## config.mk

```make
export PLATFORM = sky130hd
export DESIGN_NAME = dffa_pipe_rstn
export DESIGN_NICKNAME = d
export VERILOG_FILES = /design/src/rtl/dffa_pipe_rstn.sv
export SDC_FILE = /design/constraint.sdc
export NUM_CORES = 1
export LEC_CHECK = 0
export BUFFER_PORTS_ARGS = -buffer_cell sky130_fd_sc_hd__clkbuf_2
export CAP_MARGIN = 20
export CORE_MARGIN = 4
export CORE_UTILIZATION = 35
export CTS_CLUSTER_SIZE = 8
export DETAILED_ROUTE_END_ITERATION = 10
export SLEW_MARGIN = 30
export SYNTH_ARGS = -nofsm -noshare
export SYNTH_HDL_FRONTEND = slang
export SYNTH_SLANG_ARGS = --single-unit
```

## constraint.sdc

```tcl
create_clock -name clk -period 3.7 [get_ports clk]
set_input_delay 0.37 -clock clk [delete_from_list [all_inputs] [get_ports clk]]
set_output_delay 0.37 -clock clk [all_outputs]
set_load 0.05 [all_outputs]
```

## src/rtl/dffa_pipe_rstn.sv

```systemverilog
// Multi-stage valid/ready pipeline register with asynchronous active-low reset and
// synchronous flush; empty stages collapse so bubbles never cost throughput.
module dffa_pipe_rstn #(
   parameter int unsigned    DW     = 8,
   parameter int unsigned    DEPTH  = 2,
   parameter logic [DW-1:0]  RST_VL = {DW{1'b0}},
   parameter int unsigned    CW     = $clog2(DEPTH + 1)
) (
   input  logic          clk,
   input  logic          rst_n,
   input  logic          flush,
   input  logic          in_vld,
   output logic          in_rdy,
   input  logic [DW-1:0] in_dat,
   output logic          out_vld,
   input  logic          out_rdy,
   output logic [DW-1:0] out_dat,
   output logic [CW-1:0] occ
);

   logic [DEPTH-1:0] vld_q, vld_d;
   logic [DEPTH-1:0] up_vld;
   logic [DEPTH-1:0] rdy;
   logic [DW-1:0]    dat_q  [DEPTH];
   logic [DW-1:0]    dat_d  [DEPTH];
   logic [DW-1:0]    up_dat [DEPTH];
   logic [CW-1:0]    occ_cnt;

   // A stage may advance if it or any stage downstream of it is empty, or the sink takes data.
   // Accumulated from the output side so the vector has no bit-to-bit self dependency.
   always_comb begin
      logic acc;
      acc = out_rdy;
      rdy = '0;
      for (int k = int'(DEPTH) - 1; k >= 0; k--) begin
         acc    = acc | ~vld_q[k];
         rdy[k] = acc;
      end
   end

   always_comb begin
      up_vld[0] = in_vld & ~flush;
      up_dat[0] = in_dat;
      for (int k = 1; k < int'(DEPTH); k++) begin
         up_vld[k] = vld_q[k-1];
         up_dat[k] = dat_q[k-1];
      end
      for (int k = 0; k < int'(DEPTH); k++) begin
         vld_d[k] = flush ? 1'b0 : (rdy[k] ? up_vld[k] : vld_q[k]);
         // Data only loads on a real transfer so bubbles do not toggle the registers.
         dat_d[k] = (rdy[k] & up_vld[k]) ? up_dat[k] : dat_q[k];
      end
   end

   always_comb begin
      occ_cnt = '0;
      for (int k = 0; k < int'(DEPTH); k++) begin
         occ_cnt = occ_cnt + CW'(vld_q[k]);
      end
   end

   always_ff @(posedge clk or negedge rst_n) begin
      if (!rst_n) begin
         vld_q <= '0;
         for (int k = 0; k < int'(DEPTH); k++) begin
            dat_q[k] <= RST_VL;
         end
      end else begin
         vld_q <= vld_d;
         for (int k = 0; k < int'(DEPTH); k++) begin
            dat_q[k] <= dat_d[k];
         end
      end
   end

   assign in_rdy  = rdy[0] & ~flush;
   assign out_vld = vld_q[DEPTH-1];
   assign out_dat = dat_q[DEPTH-1];
   assign occ     = occ_cnt;

endmodule

```

# ---- Word-level counts from Yosys, hierarchy flattened
# Index checks and enable logic that the tools add are counted.
# Widths: inputs -> output; s select.
dict set report classes {
  n_addsub 1
  mux 4
  n_bitwise 9
  reduce_logical 2
}
# cell n
set ops {}
lappend ops {{$and 1x1->1} 4}
lappend ops {{$mux 1} 4}
lappend ops {{$reduce_bool 2->1} 2}
lappend ops {{$not 1->1} 3}
lappend ops {{$add 1x1->2} 1}
lappend ops {{$or 1x1->1} 2}
dict set report totals {
  reg_bits 18
  input_bits 13
  output_inout_bits 12
  word_cells 20
}

# ---- Logic depth before layout (Yosys ltp)
# Gate-level depths: netlist of run 1.
dict set report logic_depth {
  ltp_word 5
  depth_mapped 4
  mapped_depth_nobuf 3
}

# ---- Worst setup path before layout of run 1
# Ideal clock, no wire load.
dict set report synth_path {
  kind {flip-flop to output port}
  from {reg vld_q[1]}
  to {out in_rdy}
  arrival_ps 1499
  setup_slack_ps 1831
  stages_incl_launch_ff 3
  cell_sequence {dfrtp_1 -> and3b_1 -> nor2_1}
}
dict set report synth_between {
  elab_chain_cells 4
}
# item line_no
set synth_rtl {}
lappend synth_rtl {{start: declaration} 21} ;# logic [DEPTH-1:0] vld_q, vld_d;
lappend synth_rtl {{start signal: assignment} 69} ;# vld_q <= vld_d;
lappend synth_rtl {{$not 1->1} 36} ;# acc = acc | ~vld_q[k];
lappend synth_rtl {{$or 1x1->1 (2 in series)} 36}
lappend synth_rtl {{$and 1x1->1} 76} ;# assign in_rdy = rdy[0] & ~flush;
lappend synth_rtl {{end: declaration} 13} ;# output logic in_rdy,
# Every way passes these cells.

# ---- Worst setup path in the final report of run 1
dict set report layout_path {
  from {reg vld_q[0]}
  to {reg dat_q[10] in the netlist's numbering}
}
dict set report layout_between {
  elab_chain_cells 3
}
# item line_no
set layout_rtl {}
lappend layout_rtl {{$not 1->1} 36}
lappend layout_rtl {{$or 1x1->1} 36}
lappend layout_rtl {{$and 1x1->1} 51} ;# dat_d[k] = (rdy[k] & up_vld[k]) ? up_dat[k] : dat_q[k];
lappend layout_rtl {{end signal: indexed assignment} 71} ;# dat_q[k] <= dat_d[k];
lappend layout_rtl {{end: declaration} 24} ;# logic [DW-1:0] dat_q [DEPTH];
# Every way passes these cells.
# A chain may end at the register's enable or synchronous reset.

==> flow_metrics.env, run 1 <==
export IMPL_outcome="finished, final reports clean"
export IMPL_r2r_slack_ns=1.97
export IMPL_clock_path_buffers=2
export IMPL_reg2reg_from="vld_q[0]$_DFFE_PN0P_"
export IMPL_wl_per_cell_microns=12.4
export IMPL_end_kind="flop"
export IMPL_drt_pass1_iter_count=3
export IMPL_core_area_sq_mm=0.00219
export IMPL_powerDensity_mw_per_mm2=582
export IMPL_insertedDiodeCount=0
export IMPL_ios=25
export IMPL_p_leak_nw=0.473
export IMPL_critPathMaxStageDelay_ns=0.60
export IMPL_gp_congestion=0.634
export IMPL_first_global_vias=491
export IMPL_drc=0
export IMPL_nFillCells=207
export IMPL_post_cts_buffers=0
export IMPL_grt_start_max_net_pins=19
export IMPL_clock_sinks=18
export IMPL_drv_slew=0
export IMPL_cts_tree="yes"
export IMPL_vias_per_cell=4.40
export IMPL_final_period_utilization_pct=46.8
export IMPL_syn_area_sq_um=798
export IMPL_dp_hpwl_microns=987
export IMPL_wl_microns=1240
export IMPL_hold_buffers=0
export IMPL_die_area_sq_mm=0.00311
export IMPL_layout_drive_gt1_share_pct=61.1
export IMPL_drt_iter0_drc=12
export IMPL_area_growth_syn_to_layout_pct=13.3
export IMPL_stdcell_count=100
export IMPL_fp_dieH_microns=55.8
export IMPL_ys_ff_latch=18
export IMPL_rsz0062_at_grt="no"
export IMPL_fin_area_sq_um=905
export IMPL_critPathRequiredTime_ns=3.87
export IMPL_cts_repair_resized=0
export IMPL_rr_worst_depth=3
export IMPL_r2r_end="dat_q[10]$_DFFE_PN0P_"
export IMPL_antenna_left=0
export IMPL_cts_root_buf="clkbuf_4"
export IMPL_setup_viol=0
export IMPL_htreeDepth=1
export IMPL_vias=440
export IMPL_place_area_sq_um=882
export IMPL_num_rows=17
export IMPL_synthesis_instances=54
export IMPL_timing_slew_headroom_pct=64.8
export IMPL_path_clk_slew_ns=0.09
export IMPL_cp_slowest_cell="or3b_1"
export IMPL_crit_path_cell_trace="and3b_1, or3b_1, mux2_4"
export IMPL_num_nets_final=88
export IMPL_initial_core_util_pct=36.4
export IMPL_grt_usage_pct=9.41
export IMPL_portBuffers=24
export IMPL_dp_cells=97
export IMPL_min_path_type="in2async"
export IMPL_ys_warn_count=0
export IMPL_clkLatencyLatePin_ns=0.27
export IMPL_avgSynthCellArea_sq_um=14.8
export IMPL_cp_max_fo=8
export IMPL_grt_antenna_before_repair=0
export IMPL_grt_ovfl_total=0
export IMPL_drv_cap=0
export IMPL_hold_viol=0
export IMPL_cts_buffers=3
export IMPL_setup_tns_ns=0
export IMPL_critPathKind="reg2reg"
export IMPL_crit_arrival_ns=1.90
export IMPL_final_min_clock_period_ns=1.73
export IMPL_yosysSeqAreaShare_pct=56.4
export IMPL_die_x_microns=55.8
export IMPL_finClkSkew_ns=0.00157
export IMPL_synth_net_count=68
export IMPL_worstMarginPinSlew_ns=0.528
export IMPL_grt_first_pass_wirelength_microns=2210
export IMPL_ys_types=12
export IMPL_ir_drop_mv=0.195
export IMPL_timing_fmax_mhz=577
export IMPL_critPathLaunchType="flop"
per-layer routing:
metal  global-route usage, %  part of all wire, %  wire length, microns  up-vias
li1                        -                    -                     -      210
met1                    11.5                   45                   562      211
met5                       0                    0                     0        -
met2                    14.4                   47                   579       17
met4                    6.25                  1.7                    21        0
met3                    2.55                  6.1                    75        2
sequential cells by signal (all words and copies together), names as in the netlist:
signal   flops
dat_q        8
out_dat      8
vld_q        2
through the flow:
stage / utilization [%] / worst slack [ns] / power [mW] / hold WS (ns)
global placement: 40.3 / 1.97 / 0.441 / 0.325
finish: 41.3 / 1.97 / 0.526 / 0.0107
floorplan: - / 1.83 / 0.434 / 0.0744
global route: 41.3 / 1.89 / 0.559 / 0.0244
detailed placement: 40.3 / 1.91 / 0.445 / 0.329
CTS: 41.3 / 1.95 / 0.536 / 0.0146
report_power, final:
group	switching (mW)	internal (mW)	total (mW)
clock network	0.0507	0.0377	0.0884
registers	0.0195	0.234	0.254
logic	0.124	0.0601	0.184
Yosys cell counts:
| cell type | instances | area, sq um |
|---|---|---|
| a21oi_1 | 1 | 5.00 |
| and3b_1 | 1 | 8.76 |
| buf_4 | 8 | 60.1 |
| buf_6 | 1 | 11.3 |
| dfrtp_1 | 18 | 450 |
| ha_1 | 1 | 12.5 |
| inv_1 | 2 | 7.51 |
| mux2_2 | 8 | 90.1 |
| mux2_4 | 8 | 120 |
| nor2_1 | 4 | 15.0 |
| o21ai_2 | 1 | 8.76 |
| or3b_1 | 1 | 8.76 |
final cells by class:
class                      count  area, sq um  area share [%]
tap                           28         35.0            3.87
sequential                    18          450            49.8
multi-input combinational     25          269            29.7
clock buffer                   3         22.5            2.49
timing repair buffer          24          120            13.3
inverter                       2         7.51           0.830
critical path, delay by kind of cell (launching register included):
| family | cells | cell delay (ns) |
|---|---|---|
| and+or+nand+nor | 2 | 0.82 |
| DFF | 1 | 0.43 |
| muxes | 1 | 0.38 |
placed cells by master (no fill, tap or decap):
cell       n
and3b_1    1
nor2_1     4
or3b_1     1
ha_1       1
clkbuf_4   3
mux2_4     8
mux2_2     8
inv_1      2
a21oi_1    1
clkbuf_2  24
o21ai_2    1
dfrtp_1   18
kinds of logic (layout without fill, tap and decap cells):
kind of cell	after synthesis	count (layout)	synth area share, %
DFF	18	18	56.4
muxes	16	16	26.3
buffers and inverters	11	29	9.88
and+or+nand+nor	6	6	4.08
AOI/OAI and AO/OA	2	2	1.72
adders and majority gates	1	1	1.57
worst max path at each step:
stage / endpoint / depth (start not counted) / slack, ns / from
5_1_grt: dat_q[11]$_DFFE_PN0P_ / 3 / 1.89 / vld_q[0]$_DFFE_PN0P_
3_3_place_gp: dat_q[11]$_DFFE_PN0P_ / 4 / 1.97 / out_rdy
4_1_cts: dat_q[10]$_DFFE_PN0P_ / 3 / 1.95 / vld_q[0]$_DFFE_PN0P_
3_5_place_dp: dat_q[10]$_DFFE_PN0P_ / 4 / 1.91 / out_rdy
6_report: dat_q[10]$_DFFE_PN0P_ / 3 / 1.97 / vld_q[0]$_DFFE_PN0P_
2_1_floorplan: in_rdy / 2 / 1.83 / vld_q[1]$_DFFE_PN0P_
No activity file was read; power rests on OpenSTA's default activity.
==> run 2: changes to the inputs <==
==> constraint.sdc (replaced) <==
create_clock -name clk -period 1.7 [get_ports clk]
set_input_delay 0.17 -clock clk [delete_from_list [all_inputs] [get_ports clk]]
set_output_delay 0.17 -clock clk [all_outputs]
set_load 0.05 [all_outputs]
==> run 2 against run 1 <==
  * Worst setup slack lost 1.8 ns
  * Sequential share of layout area shrank 2.1 points
  * Core utilization grew 1.9 points
  * Flip-flop and latch count is the same
  * First-iteration DRC count shrank 75%
  * Count of clock-buffer cells in the layout grew 1
  * Via count grew 5.5%
  * Total power grew 130%
  * Global-route usage grew 0.67 points
  * Register-to-register slack lost 1.8 ns
  * Largest power group unchanged
==> flow_metrics.env, run 2 (same netlist as run 1, synthesis figures left out) <==
export IMPL_outcome="finished, final reports clean"
export IMPL_vias_per_cell=4.46
export IMPL_grt_antenna_before_repair=0
export IMPL_rsz0062_at_grt="no"
export IMPL_portBuffers=24
export IMPL_worstMarginPinSlew_ns=0.461
export IMPL_critPathMaxStageDelay_ns=0.41
export IMPL_initial_core_util_pct=36.4
export IMPL_layout_common_cells="clkbuf_2 (24), dfrtp_1 (17), mux2_4 (8), mux2_2 (8), nor2_1 (4)"
export IMPL_post_cts_buffers=0
export IMPL_wl_per_cell_microns=12.4
export IMPL_die_area_sq_mm=0.00311
export IMPL_timing_fmax_mhz=652
export IMPL_crit_path_cell_trace="buf_4, ha_1, clkbuf_2"
export IMPL_final_common_cell="clkbuf_2"
export IMPL_ir_drop_mv=0.674
export IMPL_hold_depth=2
export IMPL_antenna_left=0
export IMPL_nFillCells=212
export IMPL_path_clk_slew_ns=0.10
export IMPL_drv_cap=0
export IMPL_gp_congestion=0.618
export IMPL_grt_usage_pct=10.1
export IMPL_crit_arrival_ns=1.36
export IMPL_insertedDiodeCount=0
export IMPL_rr_worst_depth=3
export IMPL_drc=0
export IMPL_htreeDepth=1
export IMPL_ios=25
export IMPL_cts_root_buf="clkbuf_4"
export IMPL_cp_slowest_cell="dfrtp_2"
export IMPL_drv_slew=0
export IMPL_drt_iter0_drc=3
export IMPL_layout_drive_gt1_share_pct=64.5
export IMPL_powerDensity_mw_per_mm2=1290
export IMPL_area_growth_syn_to_layout_pct=18.7
export IMPL_vias=464
export IMPL_finClkSkew_ns=0.00185
export IMPL_cts_tree="yes"
export IMPL_critPathLaunchType="flop"
export IMPL_cts_buffers=3
export IMPL_fin_area_sq_um=947
export IMPL_grt_start_max_net_pins=19
export IMPL_wl_microns=1290
export IMPL_min_path_type="in2reg"
export IMPL_setup_viol=0
export IMPL_dp_hpwl_microns=951
export IMPL_grt_ovfl_total=0
export IMPL_grt_first_pass_wirelength_microns=2390
export IMPL_drt_pass1_iter_count=2
export IMPL_core_area_sq_mm=0.00219
export IMPL_cp_max_fo=4
export IMPL_clock_path_buffers=2
export IMPL_first_global_vias=505
export IMPL_die_x_microns=55.8
export IMPL_setup_tns_ns=0
export IMPL_clkLatencyLatePin_ns=0.29
export IMPL_timing_slew_headroom_pct=69.3
export IMPL_clock_sinks=18
export IMPL_critPathKind="reg2out"
export IMPL_hold_viol=0
export IMPL_fp_dieH_microns=55.8
export IMPL_critPathRequiredTime_ns=1.53
export IMPL_place_area_sq_um=898
export IMPL_num_nets_final=91
export IMPL_num_rows=17
export IMPL_final_period_utilization_pct=90.3
export IMPL_final_min_clock_period_ns=1.53
export IMPL_p_leak_nw=0.494
export IMPL_end_kind="output port"
==> run 2: final cells by class <==
cell class | count | area [sq um] | share of cell area [%]
sequential | 18 | 452 | 47.7
multi-input combinational | 25 | 272 | 28.7
timing repair buffer | 27 | 145 | 15.3
clock buffer | 4 | 36.3 | 3.83
tap | 28 | 35.0 | 3.70
inverter | 2 | 7.51 | 0.793
==> run 2: timing repair <==
item                                    4_1_cts  5_1_grt
hold buffers                                  1        0
endpoints found under the setup margin        0        8
gates resized for setup                       0        1
endpoints found under the hold margin        18        0
==> run 2: critical path, delay by kind of cell, from the launching register on <==
family	cells	cell delay [ns]
flip-flops	1	0.41
buffers and inverters	2	0.40
adder cells (fa/ha/maj)	1	0.26
==> run 2: worst paths after layout <==
path | slack [ns] | from | endpoint
worst max-delay path | 0.17 | vld_q[1]$_DFFE_PN0P_ | occ[0]
worst min-delay path | 0.07 | flush | vld_q[1]$_DFFE_PN0P_
worst max register to register | 0.19 | vld_q[1]$_DFFE_PN0P_ | dat_q[11]$_DFFE_PN0P_
worst min register to register | 0.51 | out_dat[0]$_DFFE_PN0P_ | out_dat[0]$_DFFE_PN0P_
max in group asynchronous | 1.04 | rst_n | vld_q[1]$_DFFE_PN0P_
min in group asynchronous | 0.34 | rst_n | out_dat[6]$_DFFE_PN0P_
==> run 2: through the flow <==
stage | setup WS (ns) | power [mW] | util (%) | hold WS, ns | cells
after floorplan | 0.0480 | 0.945 | - | -0.126 | 54
after global placement | 0.0833 | 0.964 | 41.0 | 0.131 | 99
after detailed placement | 0.0495 | 0.969 | 41.0 | 0.135 | 99
after CTS | 0.0261 | 1.24 | 43.1 | 0.0526 | 104
after global routing | 0.104 | 1.29 | 43.2 | 0.0658 | 104
final | 0.165 | 1.22 | 43.2 | 0.0706 | 104
==> run 2: layer usage <==
layer  up-vias  global-route usage (%)  share of wire (%)  wire length, microns
met4         0                    3.13               0.86                    11
met5         -                       0                  0                     0
met2        19                    15.5                 43                   557
met3         2                    5.80                9.5                   122
met1       222                    11.8                 46                   595
li1        221                       -                  -                     -
==> run 2: power breakdown <==
group / switching, mW / internal (mW) / leakage (nW)
combinational: 0.273 / 0.136 / 0.259
clock: 0.129 / 0.130 / 0.0210
sequential: 0.0390 / 0.510 / 0.213
total: 0.440 / 0.777 / 0.494
==> run 3: changes to the inputs <==
--- a/config.mk
+++ b/config.mk
@@ -11,6 +11,7 @@
 export CORE_UTILIZATION = 35
 export CTS_CLUSTER_SIZE = 8
 export DETAILED_ROUTE_END_ITERATION = 10
+export PLACE_DENSITY_LB_ADDON = 0.3
 export SLEW_MARGIN = 30
 export SYNTH_ARGS = -nofsm -noshare
 export SYNTH_HDL_FRONTEND = slang
==> run 3 against run 2 <==
  * Total power decreased by 0.20%
  * Highest routed layer unchanged
  * Register-to-register slack got worse by 0.05 ns
  * Clock power about the same
  * Hold slack improved by 0.00090 ns
  * Worst setup slack got worse by 0.023 ns
  * Fmax decreased by 1.5%
  * Critical path depth unchanged
  * Sequential power about the same
  * Routed wire length decreased by 2.3%
  * Design area decreased by 0.79%
  * Combinational power decreased by 1%
  * Sequential share of layout area increased by 0.38 points
==> flow_metrics.env, run 3 (same netlist as run 1, synthesis figures left out) <==
export IMPL_fin_area_sq_um=940
export IMPL_cts_root_buf="clkbuf_4"
export IMPL_cp_max_fo=8
export IMPL_final_common_cell="clkbuf_2"
export IMPL_dp_cells=98
export IMPL_worstMarginPinSlew_ns=0.438
export IMPL_clkLatencyLatePin_ns=0.29
export IMPL_path_clk_slew_ns=0.10
export IMPL_num_nets_final=90
export IMPL_setup_viol=0
export IMPL_finClkSkew_ns=0.00337
export IMPL_wl_per_cell_microns=12.2
export IMPL_path_buf_inv=0
export IMPL_critPathKind="reg2reg"
export IMPL_drt_pass1_iter_count=1
export IMPL_r2r_end="dat_q[12]$_DFFE_PN0P_"
export IMPL_cts_buffers=3
export IMPL_portBuffers=24
export IMPL_drv_cap=0
export IMPL_wl_microns=1260
export IMPL_grt_usage_pct=8.75
export IMPL_path_depth=3
export IMPL_nFillCells=212
export IMPL_hold_ws_ns=0.0715
export IMPL_outcome="finished, final reports clean"
export IMPL_grt_antenna_before_repair=0
export IMPL_fp_dieH_microns=55.8
export IMPL_multi_input_area_sq_um=272
export IMPL_initial_core_util_pct=36.4
export IMPL_dp_hpwl_microns=927
export IMPL_grt_first_pass_wirelength_microns=2060
export IMPL_htreeDepth=1
export IMPL_vias_per_cell=4.29
export IMPL_timing_fmax_mhz=642
export IMPL_drc=0
export IMPL_setup_worst_path_end="dat_q[12]$_DFFE_PN0P_"
export IMPL_ir_drop_mv=0.622
export IMPL_rr_worst_depth=3
export IMPL_grt_ovfl_total=0
export IMPL_final_period_utilization_pct=91.7
export IMPL_rsz0062_at_grt="no"
export IMPL_layout_common_cells="clkbuf_2 (24), dfrtp_1 (17), mux2_4 (8), mux2_2 (8), nor2_1 (4)"
export IMPL_cp_startpoint="vld_q[0]$_DFFE_PN0P_"
export IMPL_r2r_slack_ns=0.14
export IMPL_critPathLaunchType="flop"
export IMPL_first_global_vias=453
export IMPL_end_kind="flop"
export IMPL_vias=442
export IMPL_crit_arrival_ns=1.74
export IMPL_cp_slowest_cell="or3b_4"
export IMPL_gp_congestion=0.749
export IMPL_reg2reg_from="vld_q[0]$_DFFE_PN0P_"
export IMPL_stdcell_count=103
export IMPL_p_total_mw=1.21
export IMPL_die_x_microns=55.8
export IMPL_crit_path_cell_trace="and3b_1, or3b_4, mux2_4"
export IMPL_seq_area_sq_um=452
export IMPL_hold_viol=0
export IMPL_min_path_type="in2reg"
export IMPL_p_leak_nw=0.488
export IMPL_layout_drive_gt1_share_pct=64.0
export IMPL_timing_slew_headroom_pct=70.8
export IMPL_post_cts_buffers=0
export IMPL_num_rows=17
export IMPL_clock_sinks=18
export IMPL_place_area_sq_um=891
export IMPL_utilization_pct=42.9
export IMPL_cp_top_family="simple AND/OR/NAND/NOR gates"
export IMPL_final_min_clock_period_ns=1.56
export IMPL_critPathMaxStageDelay_ns=0.47
export IMPL_fin_ws_ns=0.142
export IMPL_preCtsSetupSlack_ns=-0.0211
export IMPL_drv_slew=0
export IMPL_powerDensity_mw_per_mm2=1290
export IMPL_drt_iter0_drc=0
export IMPL_cts_tree="yes"
export IMPL_setup_tns_ns=0
export IMPL_grt_start_max_net_pins=19
export IMPL_critPathRequiredTime_ns=1.88
export IMPL_insertedDiodeCount=0
export IMPL_clock_path_buffers=2
export IMPL_area_growth_syn_to_layout_pct=17.7
export IMPL_core_area_sq_mm=0.00219
export IMPL_die_area_sq_mm=0.00311
export IMPL_ios=25
export IMPL_antenna_left=0
-- run 3: area by class of cell --
cell class,count,share of cell area (%)
tap,28,3.73
inverter,2,0.799
multi-input combinational,25,28.9
timing repair buffer,26,14.6
sequential,18,48.1
clock buffer,4,3.86
-- run 3: timing repair --
action                                  in CTS  in global routing
endpoints found under the hold margin       18                  0
endpoints found under the setup margin       8                  0
hold buffers                                 1                  0
resized for setup                            1                  0
-- run 3: routing by layer --
metal | global-route usage [%] | share of wire (%)
met4 | 3.13 | 0.64
met5 | 0 | 0
met2 | 12.0 | 41
met3 | 5.34 | 13
met1 | 11.2 | 46
-- run 3: worst min path at each step --
stage / to / cells past startpoint / start
3_5_place_dp: out_dat[0]$_DFFE_PN0P_ / 1 / rst_n
4_1_cts: vld_q[0]$_DFFE_PN0P_ / 2 / flush
6_report: vld_q[0]$_DFFE_PN0P_ / 2 / flush
3_3_place_gp: out_dat[0]$_DFFE_PN0P_ / 1 / rst_n
5_1_grt: vld_q[0]$_DFFE_PN0P_ / 2 / flush
2_1_floorplan: dat_q[10]$_DFFE_PN0P_ / 0 / rst_n
-- run 3: power breakdown --
part	leakage (nW)	switching, mW	internal, mW
Clock	0.0210	0.127	0.130
Combinational	0.253	0.270	0.135
Sequential	0.213	0.0421	0.510
